## src/rtl/branch_resolver_pkg.sv

```systemverilog
// Shared definitions for the branch resolver and the decoder that feeds it:
// branch condition encodings, resolver FSM states and instruction-class flags.
// Pure declarations; no logic, no latency, no flow control.
package branch_resolver_pkg;

    // funct3 branch condition encodings
    localparam logic [2:0] F3_BEQ  = 3'b000;
    localparam logic [2:0] F3_BNE  = 3'b001;
    localparam logic [2:0] F3_RSV2 = 3'b010;  // reserved: never taken, flagged illegal
    localparam logic [2:0] F3_RSV3 = 3'b011;  // reserved: never taken, flagged illegal
    localparam logic [2:0] F3_BLT  = 3'b100;
    localparam logic [2:0] F3_BGE  = 3'b101;
    localparam logic [2:0] F3_BLTU = 3'b110;
    localparam logic [2:0] F3_BGEU = 3'b111;

    typedef enum logic [1:0] {
        ST_IDLE     = 2'd0,
        ST_REDIRECT = 2'd1,
        ST_SQUASH   = 2'd2,
        ST_FAULT    = 2'd3
    } br_state_t;

    // One-hot instruction class as produced by the decoder; all zero = non-control
    typedef struct packed {
        logic isBranch;
        logic isJal;
        logic isJalr;
    } ctrl_class_t;

    function automatic logic is_ctrl(ctrl_class_t c);
        return c.isBranch | c.isJal | c.isJalr;
    endfunction

    function automatic logic is_link(ctrl_class_t c);
        return c.isJal | c.isJalr;
    endfunction

endpackage

```

## src/rtl/branch_resolver_if.sv

```systemverilog
// Decode-to-execute instruction bus plus the resolver's redirect/status returns.
// master: decoder side (drives the instruction, observes the results).
// slave: resolver side. No handshake: one instruction per cycle, squash drops it.
interface branch_resolver_if #(
    parameter int XLEN   = 32,
    parameter int CNTLEN = 16
);
    // instruction presented to the resolver
    logic              valid;
    logic [XLEN-1:0]   pcIn;
    logic [XLEN-1:0]   rs1Val;
    logic [XLEN-1:0]   rs2Val;
    logic [XLEN-1:0]   imm;
    logic [2:0]        funct3;
    logic              isBranch;
    logic              isJal;
    logic              isJalr;

    // redirect, writeback and status returned by the resolver
    logic [XLEN-1:0]   pcBranch;
    logic              originPc;
    logic              squash;
    logic              linkWe;
    logic [XLEN-1:0]   linkVal;
    logic              misaligned;
    logic              illegalCond;
    logic [CNTLEN-1:0] branchCount;
    logic [CNTLEN-1:0] takenCount;

    modport master (
        output valid, pcIn, rs1Val, rs2Val, imm, funct3, isBranch, isJal, isJalr,
        input  pcBranch, originPc, squash, linkWe, linkVal, misaligned, illegalCond,
               branchCount, takenCount
    );

    modport slave (
        input  valid, pcIn, rs1Val, rs2Val, imm, funct3, isBranch, isJal, isJalr,
        output pcBranch, originPc, squash, linkWe, linkVal, misaligned, illegalCond,
               branchCount, takenCount
    );

endinterface

```

## src/rtl/branch_compare.sv

```systemverilog
// Branch condition evaluator: rs1Val/rs2Val compared per funct3 -> taken, illegal.
// Purely combinational, zero latency.
// No flow control; the caller decides whether the result is used.
module branch_compare
    import branch_resolver_pkg::*;
#(
    parameter int XLEN = 32
) (
    input  logic [XLEN-1:0] rs1Val,
    input  logic [XLEN-1:0] rs2Val,
    input  logic [2:0]      funct3,
    output logic            taken,
    output logic            illegal
);

    always_comb begin
        taken   = 1'b0;
        illegal = 1'b0;
        case (funct3)
            F3_BEQ:           taken = (rs1Val == rs2Val);
            F3_BNE:           taken = (rs1Val != rs2Val);
            F3_BLT:           taken = ($signed(rs1Val) <  $signed(rs2Val));
            F3_BGE:           taken = ($signed(rs1Val) >= $signed(rs2Val));
            F3_BLTU:          taken = (rs1Val <  rs2Val);
            F3_BGEU:          taken = (rs1Val >= rs2Val);
            F3_RSV2, F3_RSV3: illegal = 1'b1;
            default:          taken = 1'b0;
        endcase
    end

endmodule

```

## src/rtl/branch_resolver.sv

```systemverilog
// Execute-stage control-transfer resolver: evaluates branches/JAL/JALR, redirects
// fetch (pcBranch/originPc) and squashes wrong-path work; all outputs registered, 1 cycle.
// No stall input: after a taken transfer the next two presented instructions are squashed.
//
// Ports: clk, reset (sync, active-high), bus (branch_resolver_if.slave) carrying the
// decoded instruction in and pcBranch/originPc/squash/link/fault/counter outputs back.
module branch_resolver
    import branch_resolver_pkg::*;
#(
    parameter int XLEN   = 32,
    parameter int CNTLEN = 16
) (
    input  logic             clk,
    input  logic             reset,
    branch_resolver_if.slave bus
);

    // JALR clears bit 0 of the computed target
    localparam logic [XLEN-1:0] JALR_MASK = ~XLEN'(1);

    br_state_t       state;
    ctrl_class_t     cls;
    logic            cond_taken;
    logic            cond_illegal;
    logic            accept;
    logic            xfer_taken;
    logic            target_aligned;
    logic [XLEN-1:0] target;
    logic [XLEN-1:0] link_addr;

    branch_compare #(.XLEN(XLEN)) u_cmp (
        .rs1Val  (bus.rs1Val),
        .rs2Val  (bus.rs2Val),
        .funct3  (bus.funct3),
        .taken   (cond_taken),
        .illegal (cond_illegal)
    );

    assign cls = {bus.isBranch, bus.isJal, bus.isJalr};

    // squash mirrors "state != IDLE"; both terms kept so intent is explicit
    assign accept = bus.valid && !bus.squash && (state == ST_IDLE);

    assign xfer_taken = is_link(cls) || (cls.isBranch && cond_taken);

    assign target = cls.isJalr ? ((bus.rs1Val + bus.imm) & JALR_MASK)
                               : (bus.pcIn + bus.imm);

    assign target_aligned = (target[1:0] == 2'b00);
    assign link_addr      = bus.pcIn + XLEN'(4);

    always_ff @(posedge clk) begin
        if (reset) begin
            state           <= ST_IDLE;
            bus.pcBranch    <= '0;
            bus.originPc    <= 1'b0;
            bus.squash      <= 1'b0;
            bus.linkWe      <= 1'b0;
            bus.linkVal     <= '0;
            bus.misaligned  <= 1'b0;
            bus.illegalCond <= 1'b0;
            bus.branchCount <= '0;
            bus.takenCount  <= '0;
        end else begin
            // single-cycle pulses default low
            bus.originPc    <= 1'b0;
            bus.linkWe      <= 1'b0;
            bus.illegalCond <= 1'b0;

            case (state)
                ST_IDLE: begin
                    if (accept) begin
                        if (is_ctrl(cls)) begin
                            bus.branchCount <= bus.branchCount + CNTLEN'(1);
                        end
                        if (xfer_taken) begin
                            bus.takenCount <= bus.takenCount + CNTLEN'(1);
                        end
                        // link is written even when the target faults
                        if (is_link(cls)) begin
                            bus.linkWe  <= 1'b1;
                            bus.linkVal <= link_addr;
                        end
                        if (cls.isBranch && cond_illegal) begin
                            bus.illegalCond <= 1'b1;
                        end
                        if (xfer_taken) begin
                            bus.squash <= 1'b1;
                            if (target_aligned) begin
                                state        <= ST_REDIRECT;
                                bus.pcBranch <= target;
                                bus.originPc <= 1'b1;
                            end else begin
                                // no redirect on a bad target; only reset recovers
                                state          <= ST_FAULT;
                                bus.misaligned <= 1'b1;
                            end
                        end
                    end
                end
                ST_REDIRECT: begin
                    // squash stays high for a second cycle
                    state <= ST_SQUASH;
                end
                ST_SQUASH: begin
                    state      <= ST_IDLE;
                    bus.squash <= 1'b0;
                end
                ST_FAULT: begin
                    state <= ST_FAULT;
                end
                default: begin
                    state <= ST_IDLE;
                end
            endcase
        end
    end

endmodule

```

## src/flat_wrapper.sv

```systemverilog
// flat-port wrapper written by rule: the top's interface ports become plain ports
module branch_resolver_flat import branch_resolver_pkg::*;
#(
    parameter int XLEN   = 32,
    parameter int CNTLEN = 16
)
  (clk, reset, bus_valid, bus_pcIn, bus_rs1Val, bus_rs2Val, bus_imm, bus_funct3, bus_isBranch, bus_isJal, bus_isJalr, bus_pcBranch, bus_originPc, bus_squash, bus_linkWe, bus_linkVal, bus_misaligned, bus_illegalCond, bus_branchCount, bus_takenCount);
  branch_resolver_if #(.XLEN(XLEN), .CNTLEN(CNTLEN)) bus_i ();
  input  logic clk;
  input  logic reset;
  input wire logic [$bits(bus_i.valid)-1:0] bus_valid;
  input wire logic [$bits(bus_i.pcIn)-1:0] bus_pcIn;
  input wire logic [$bits(bus_i.rs1Val)-1:0] bus_rs1Val;
  input wire logic [$bits(bus_i.rs2Val)-1:0] bus_rs2Val;
  input wire logic [$bits(bus_i.imm)-1:0] bus_imm;
  input wire logic [$bits(bus_i.funct3)-1:0] bus_funct3;
  input wire logic [$bits(bus_i.isBranch)-1:0] bus_isBranch;
  input wire logic [$bits(bus_i.isJal)-1:0] bus_isJal;
  input wire logic [$bits(bus_i.isJalr)-1:0] bus_isJalr;
  output wire logic [$bits(bus_i.pcBranch)-1:0] bus_pcBranch;
  output wire logic [$bits(bus_i.originPc)-1:0] bus_originPc;
  output wire logic [$bits(bus_i.squash)-1:0] bus_squash;
  output wire logic [$bits(bus_i.linkWe)-1:0] bus_linkWe;
  output wire logic [$bits(bus_i.linkVal)-1:0] bus_linkVal;
  output wire logic [$bits(bus_i.misaligned)-1:0] bus_misaligned;
  output wire logic [$bits(bus_i.illegalCond)-1:0] bus_illegalCond;
  output wire logic [$bits(bus_i.branchCount)-1:0] bus_branchCount;
  output wire logic [$bits(bus_i.takenCount)-1:0] bus_takenCount;
  assign bus_i.valid = bus_valid;
  assign bus_i.pcIn = bus_pcIn;
  assign bus_i.rs1Val = bus_rs1Val;
  assign bus_i.rs2Val = bus_rs2Val;
  assign bus_i.imm = bus_imm;
  assign bus_i.funct3 = bus_funct3;
  assign bus_i.isBranch = bus_isBranch;
  assign bus_i.isJal = bus_isJal;
  assign bus_i.isJalr = bus_isJalr;
  assign bus_pcBranch = bus_i.pcBranch;
  assign bus_originPc = bus_i.originPc;
  assign bus_squash = bus_i.squash;
  assign bus_linkWe = bus_i.linkWe;
  assign bus_linkVal = bus_i.linkVal;
  assign bus_misaligned = bus_i.misaligned;
  assign bus_illegalCond = bus_i.illegalCond;
  assign bus_branchCount = bus_i.branchCount;
  assign bus_takenCount = bus_i.takenCount;
  branch_resolver #(.XLEN(XLEN), .CNTLEN(CNTLEN)) u_core (.clk(clk), .reset(reset), .bus(bus_i));
endmodule
```

## config.mk

```make
export PLATFORM = sky130hd
export DESIGN_NAME = branch_resolver_flat
export DESIGN_NICKNAME = d
export VERILOG_FILES = /design/src/rtl/branch_resolver_pkg.sv /design/src/rtl/branch_resolver_if.sv /design/src/rtl/branch_compare.sv /design/src/rtl/branch_resolver.sv /design/src/flat_wrapper.sv
export SDC_FILE = /design/constraint.sdc
export NUM_CORES = 1
export LEC_CHECK = 0
export ABC_AREA = 1
export CORE_UTILIZATION = 40
export CTS_CLUSTER_SIZE = 25
export DETAILED_ROUTE_END_ITERATION = 12
export DONT_BUFFER_PORTS = 1
export PLACE_DENSITY_LB_ADDON = 0.1
export SLEW_MARGIN = 20
export SYNTH_ARGS = -nofsm -noshare
export SYNTH_HDL_FRONTEND = slang
export SYNTH_SLANG_ARGS = --single-unit
export TNS_END_PERCENT = 10
```

## constraint.sdc

```tcl
create_clock -name clk -period 6.81 [get_ports clk]
set_input_delay 1.362 -clock clk [delete_from_list [all_inputs] [get_ports clk]]
set_output_delay 1.362 -clock clk [all_outputs]
set_load 0.005 [all_outputs]
```

# Word level (Yosys, flattened, before mapping)
# Index checks and enable logic that the tools add are counted.
# word_totals
reg_bits	103
in_bits	137
elab_cells	73
# classes
addsub	5
magnitude_cmp	4
eq_ne	14
muxes	13
bitwise_logic	7
n_reduce_logical	20
# op_table
operator	count
32-bit adder	2
32-bit greater-or-equal comparator	2
32-bit less-than comparator	2
16-bit by 1-bit adder with 16-bit output (second input constant)	2
32-bit by 3-bit adder with 32-bit output (second input constant)	1
32-bit equality test	1
32-bit 2-to-1 mux	1
32-bit != test	1
3-bit equality test (second input constant)	4
3-bit AND reduction	4
2-bit one-hot mux with 4 select lines	1
4-bit AND reduction	2
3-bit by 2-bit equality test with 1-bit output (second input constant)	2
1-bit 2-to-1 mux	6
2-bit 2-to-1 mux	3
1-bit one-hot mux with 6 select lines	1
2-bit equality test (second input constant)	2
1-bit logical AND	4
2-bit logical NOT	2
2-bit by 1-bit != test with 1-bit output (second input constant)	2
1-bit NOT	4
4-bit OR reduction	1
3-bit by 1-bit equality test with 1-bit output (second input constant)	1
3-bit logical NOT	1
other kinds (9)	11

# Longest topological paths before layout
# depth
ltp_word	7
mapped_depth	22
ltp_nobuf	21

# Cells and area by module
# Synthesis repeated with hierarchy kept, for this count alone.
# unflattened
hier_cells	1919
hier_area_um2	10885.4
# by_module_without_submodules
module	n_inst	cells_each	area_each_um2	seq_area_each_um2
branch_resolver	1	1746	9865.7	2062.0
branch_compare	1	173	1019.7	0.0

# Worst setup path after synthesis
# No wires, ideal clock.
# synth_timing
kind	input to register
startpoint	input port bus_rs2Val[31]
endpoint	register u_core.bus.pcBranch[23]
setup_ns	0.113
arrival_time_ns	3.145
t_required_ns	6.697
path_slack_ns	3.552
cell_stages	18
path_buffers	2
cell_sequence	inv_1 ha_1 nand2_1 nor2_2 nand2_1 inv_1 a21oi_2 nand3_1 nand3_1 nand2_1 nand3_1 nand2_2 nand2_4 nand3_4 buf_6 buf_6 nor2_1 nor2_1
# synth_via
elab_chain_len	5
# synth_lines
item	line_no	source
start, declared	flat_wrapper.sv:14	input wire logic [$bits(bus_i.rs2Val)-1:0] bus_rs2Val;
32-bit greater-or-equal comparator (tied with other cells)	branch_compare.sv:25	F3_BGEU: taken = (rs1Val >= rs2Val);
1-bit one-hot mux with 6 select lines (*)	branch_compare.sv:19	case (funct3)
1-bit logical AND (*)	branch_resolver.sv:44	assign xfer_taken = is_link(cls) || (cls.isBranch && cond_taken);
1-bit logical OR (*)	branch_resolver.sv:44	
4-bit AND reduction (no source line) (*)	-	
end signal, assigned	branch_resolver.sv:91	bus.pcBranch <= target;
end, declared	branch_resolver_if.sv:38	output pcBranch, originPc, squash, linkWe, linkVal, misaligned, illegalCond,
# Mark *: on every way between the ends. The rest lies on a longest branch, timed or not.
# A chain may end at the register's enable or synchronous reset.

# Worst setup path in the final report
# layout_timing
startpoint	input port bus_rs2Val[31]
endpoint	register u_core.bus.pcBranch[22]
# Same word-level chain as after synthesis.

==> impl_results.md <==
* Worst hold path depth at 2
* WL final at about 32000 µm
* CTS root buffer: clkbuf_16
* Seq/Total Area, Yosys at 0.2120
* Worst path cell trace: inv_1, ha_1, nand2_1, nor2_2, nand2_1, nor2_4, nand2_1, nand2_1, nand2_1, nand3_1, nand2_1, nand3_1, nand2_2, nand2_4, nand3_4, nor2_1, nor2_1
* Die Span X at ~160 µm
* Global-route wire length before repair at between 40000 and 50000 µm
* Avg Vias per Cell at between 5 and 6
* IO Pins at about 240
* Clock Path Buffers at 2
* Layout Nets at 1799
* Endpoints failing setup at 0
* DRT iter0 DRCs at between 500 and 600
* Clk pwr share at 0.263
* Max-Cap Viols at 0
* DR vias at 9907
* DP Cell Count at around 1900
* DR pass1 iterations at 5
* Clock Pin Slew Worst Setup and Hold Paths at roughly 0.070 ns
* DP Area at around 10000 µm²
* Post-place setup slack at around 2.6 ns
* Post-CTS resize count at 0
* Worst slew pin tran at roughly 1.0 ns
* RSZ-0062 raised after global routing: no
* Crit path top cell by count: nand2_1
* Post-Layout Cell Count at 1883
* CP arrival at 4.09 ns
* CP endpoint kind: register
* Cts hold-fix bufs at 0
* EDFF count, synth at 0
* Clock sinks at between 100 and 150
* Area delta synth->final at 5.981%
* Pin count of the biggest net entering global routing at 60
* Reg power frac at 0.381
* Die extent in y at about 160 µm
* #FFs+latches synth at roughly 100
* Core Region at around 24000 µm²
* Vias in the first global route at 9291
* Netlist cell types at 52
* DRC viols at 0
* Worst r2r path cells at 14
* Final Cycle Share at 0.5656
* Mean Syn Cell Area at a little over 6 µm²
* Clock Latency Late Sink at 0.35 ns
* Syn nets at about 1800
* Pins Over Slew Limit at 0
* Total power draw at about 2.1 mW
* Combinational Power Share at 0.356
* Psw at 0.8216 mW
* Worst Path Max Fanout at 59
* Postcts setup bufs at 0
* Syn Inst Count at roughly 1600
* Total global-route track usage at 0.2550
* Slowest CP cell: nand3_4
* Clk_skew at a little over 0.009 ns
* Int Power at 1.241 mW
* CTS Buf Count at 9
* Normalized max-slew margin at 0.3250
* CTS tree: built
* Slowest Stage Delay on Critical Path at around 0.53 ns
* Htree depth at 3
* Synthesis Warnings at 0
* Post-route setup slack at between 2 and 3 ns
* Fill count at 2682
* Num rows at 56
* HPWL after DPL at around 26000 µm
* Final setup TNS at 0 ns
* Setup Crit Path Kind: in2reg
* Min cycle time layout at ~3.9 ns
* Port Buffers at 0
* Peak Freq at approximately 260 MHz
* Proportion of layout cells with a drive suffix above 1 at 0.03069
* PwrDens at ~200 nW/µm²
* Async SR Flop Fraction at 0
* Worst hold path type: reg2reg
* WL/cell at 17.03 µm
* Main flop type after synthesis: dfxtp_1
* VDD IR max at 0.1192 mV
* Initial antenna violation count at 0
* N_diodes at 0
* FF+latch area at roughly 2100 µm²
* Required @ worst endpoint at approximately 7 ns
* Antenna violation net count after detailed routing at 0
* Gr ovfl total at 0
* Syn Std Cell Area at 9728 µm²
* GPL Wtd Cong at 0.8867
* Footprint of the multi-input gates at between 6000 and 7000 µm²
* Outcome: finished clean
* Final Hold Viols at 0
* Starting Density at 0.4108
* Net Sw Frac at 0.3983
* Total Die Area at 24950 µm²
* Leakage Power at roughly 5.0 nW
* Startpoint types: input pin
* Design Area, Final at 10310 µm²
metrics by stage:
stage            util  hold WS, ns
6_report       0.4353       0.4604
5_1_grt        0.4353       0.5056
4_1_cts        0.4353       0.4649
3_5_place_dp   0.4224       0.4536
3_3_place_gp   0.4224       0.4506
2_1_floorplan       -       0.4466
Yosys cell counts (all sizes together) (7+ instances only):
master,instances,area (µm²)
o21ai,134,670.6
ha,101,1264
nand3,83,442.9
clkbuf,19,71.32
o21bai,10,75.07
inv,218,818.3
nor4,11,75.07
a21o,7,52.55
nor2,214,815.8
xor2,38,332.8
xnor2,18,157.7
dfxtp,103,2062
buf,13,75.07
nand4,19,125.1
a21oi,152,764.5
nor3,46,256.5
nand2,348,1329
worst max-delay path, delay by kind of cell:
family,cells,cell delay (ns)
buffers and inverters,1,0.02
AND/OR/NAND/NOR,15,2.28
adder cells (fa/ha/maj),1,0.37
kinds of logic (layout without fill, tap and decap cells):
group           Yosys count  after routing  share of synthesized area
buf+inv                 252            239                     0.1001
flops                   103            103                     0.2120
xor+xnor                 56             56                    0.05042
simple gates            733            733                     0.3221
fa+ha+maj               103            103                     0.1340
compound gates          330            330                     0.1815
power groups by stage:
| stage | registers, mW | logic [mW] | clock network (mW) |
|---|---|---|---|
| floorplan | 0.765 | 0.582 | 0 |
| global route | 0.799 | 0.858 | 0.570 |
| CTS | 0.787 | 0.733 | 0.555 |
| finish | 0.785 | 0.735 | 0.543 |
| global placement | 0.799 | 0.724 | 0 |
| detailed placement | 0.801 | 0.729 | 0 |
final timing paths:
check                                           start                          to  slack [ns]
worst max-delay path                   bus_rs2Val[31]     u_core.bus.pcBranch[22]        2.96
worst min-delay path            u_core.bus.misaligned       u_core.bus.misaligned        0.46
worst max register to register        u_core.state[0]  u_core.bus.branchCount[13]        4.07
worst min register to register  u_core.bus.misaligned       u_core.bus.misaligned        0.46
routing by layer:
layer / vias to the layer above / GRT usage / routed length [µm]
met5: - / 0 / 0
li1: 5143 / - / -
met4: 0 / 0.06914 / 630
met2: 289 / 0.4116 / 14080
met3: 33 / 0.05393 / 2552
met1: 4442 / 0.3412 / 14800
cells in the final DEF, fill, tap and decap left out, drive strengths merged, types with 2 or more instances in the layout:
cell type	instances
a21o	7
fa	2
nor4	11
nand4	19
xnor2	18
xor2	38
clkinv	5
or2	4
nand2	348
and2	4
clkbuf	10
buf	3
a31oi	4
o221ai	2
clkinvlp	2
a221oi	2
a21oi	152
ha	101
nand3b	2
nor3	46
o211ai	4
o21ai	134
a21boi	2
nor2	214
o21a	4
dfxtp	103
nand3	83
a211oi	3
inv	218
o31ai	4
o21bai	10
sequential cells by signal, indices dropped and copies added, names as in the netlist:
name	cells
u_core.state	2
u_core.bus.squash	1
u_core.bus.branchCount	16
u_core.bus.originPc	1
u_core.bus.misaligned	1
u_core.bus.linkVal	32
u_core.bus.takenCount	16
u_core.bus.illegalCond	1
u_core.bus.pcBranch	32
u_core.bus.linkWe	1
area by class of cell:
type / count / share of cell area
clock buffers: 10 / 0.02318
multi-input cells: 1222 / 0.6491
repair buffers: 3 / 0.002184
inverters: 220 / 0.08022
well taps: 319 / 0.03871
clock inverters: 6 / 0.006553
flip-flops and latches: 103 / 0.2000
No activity file was read; power rests on OpenSTA's default activity.
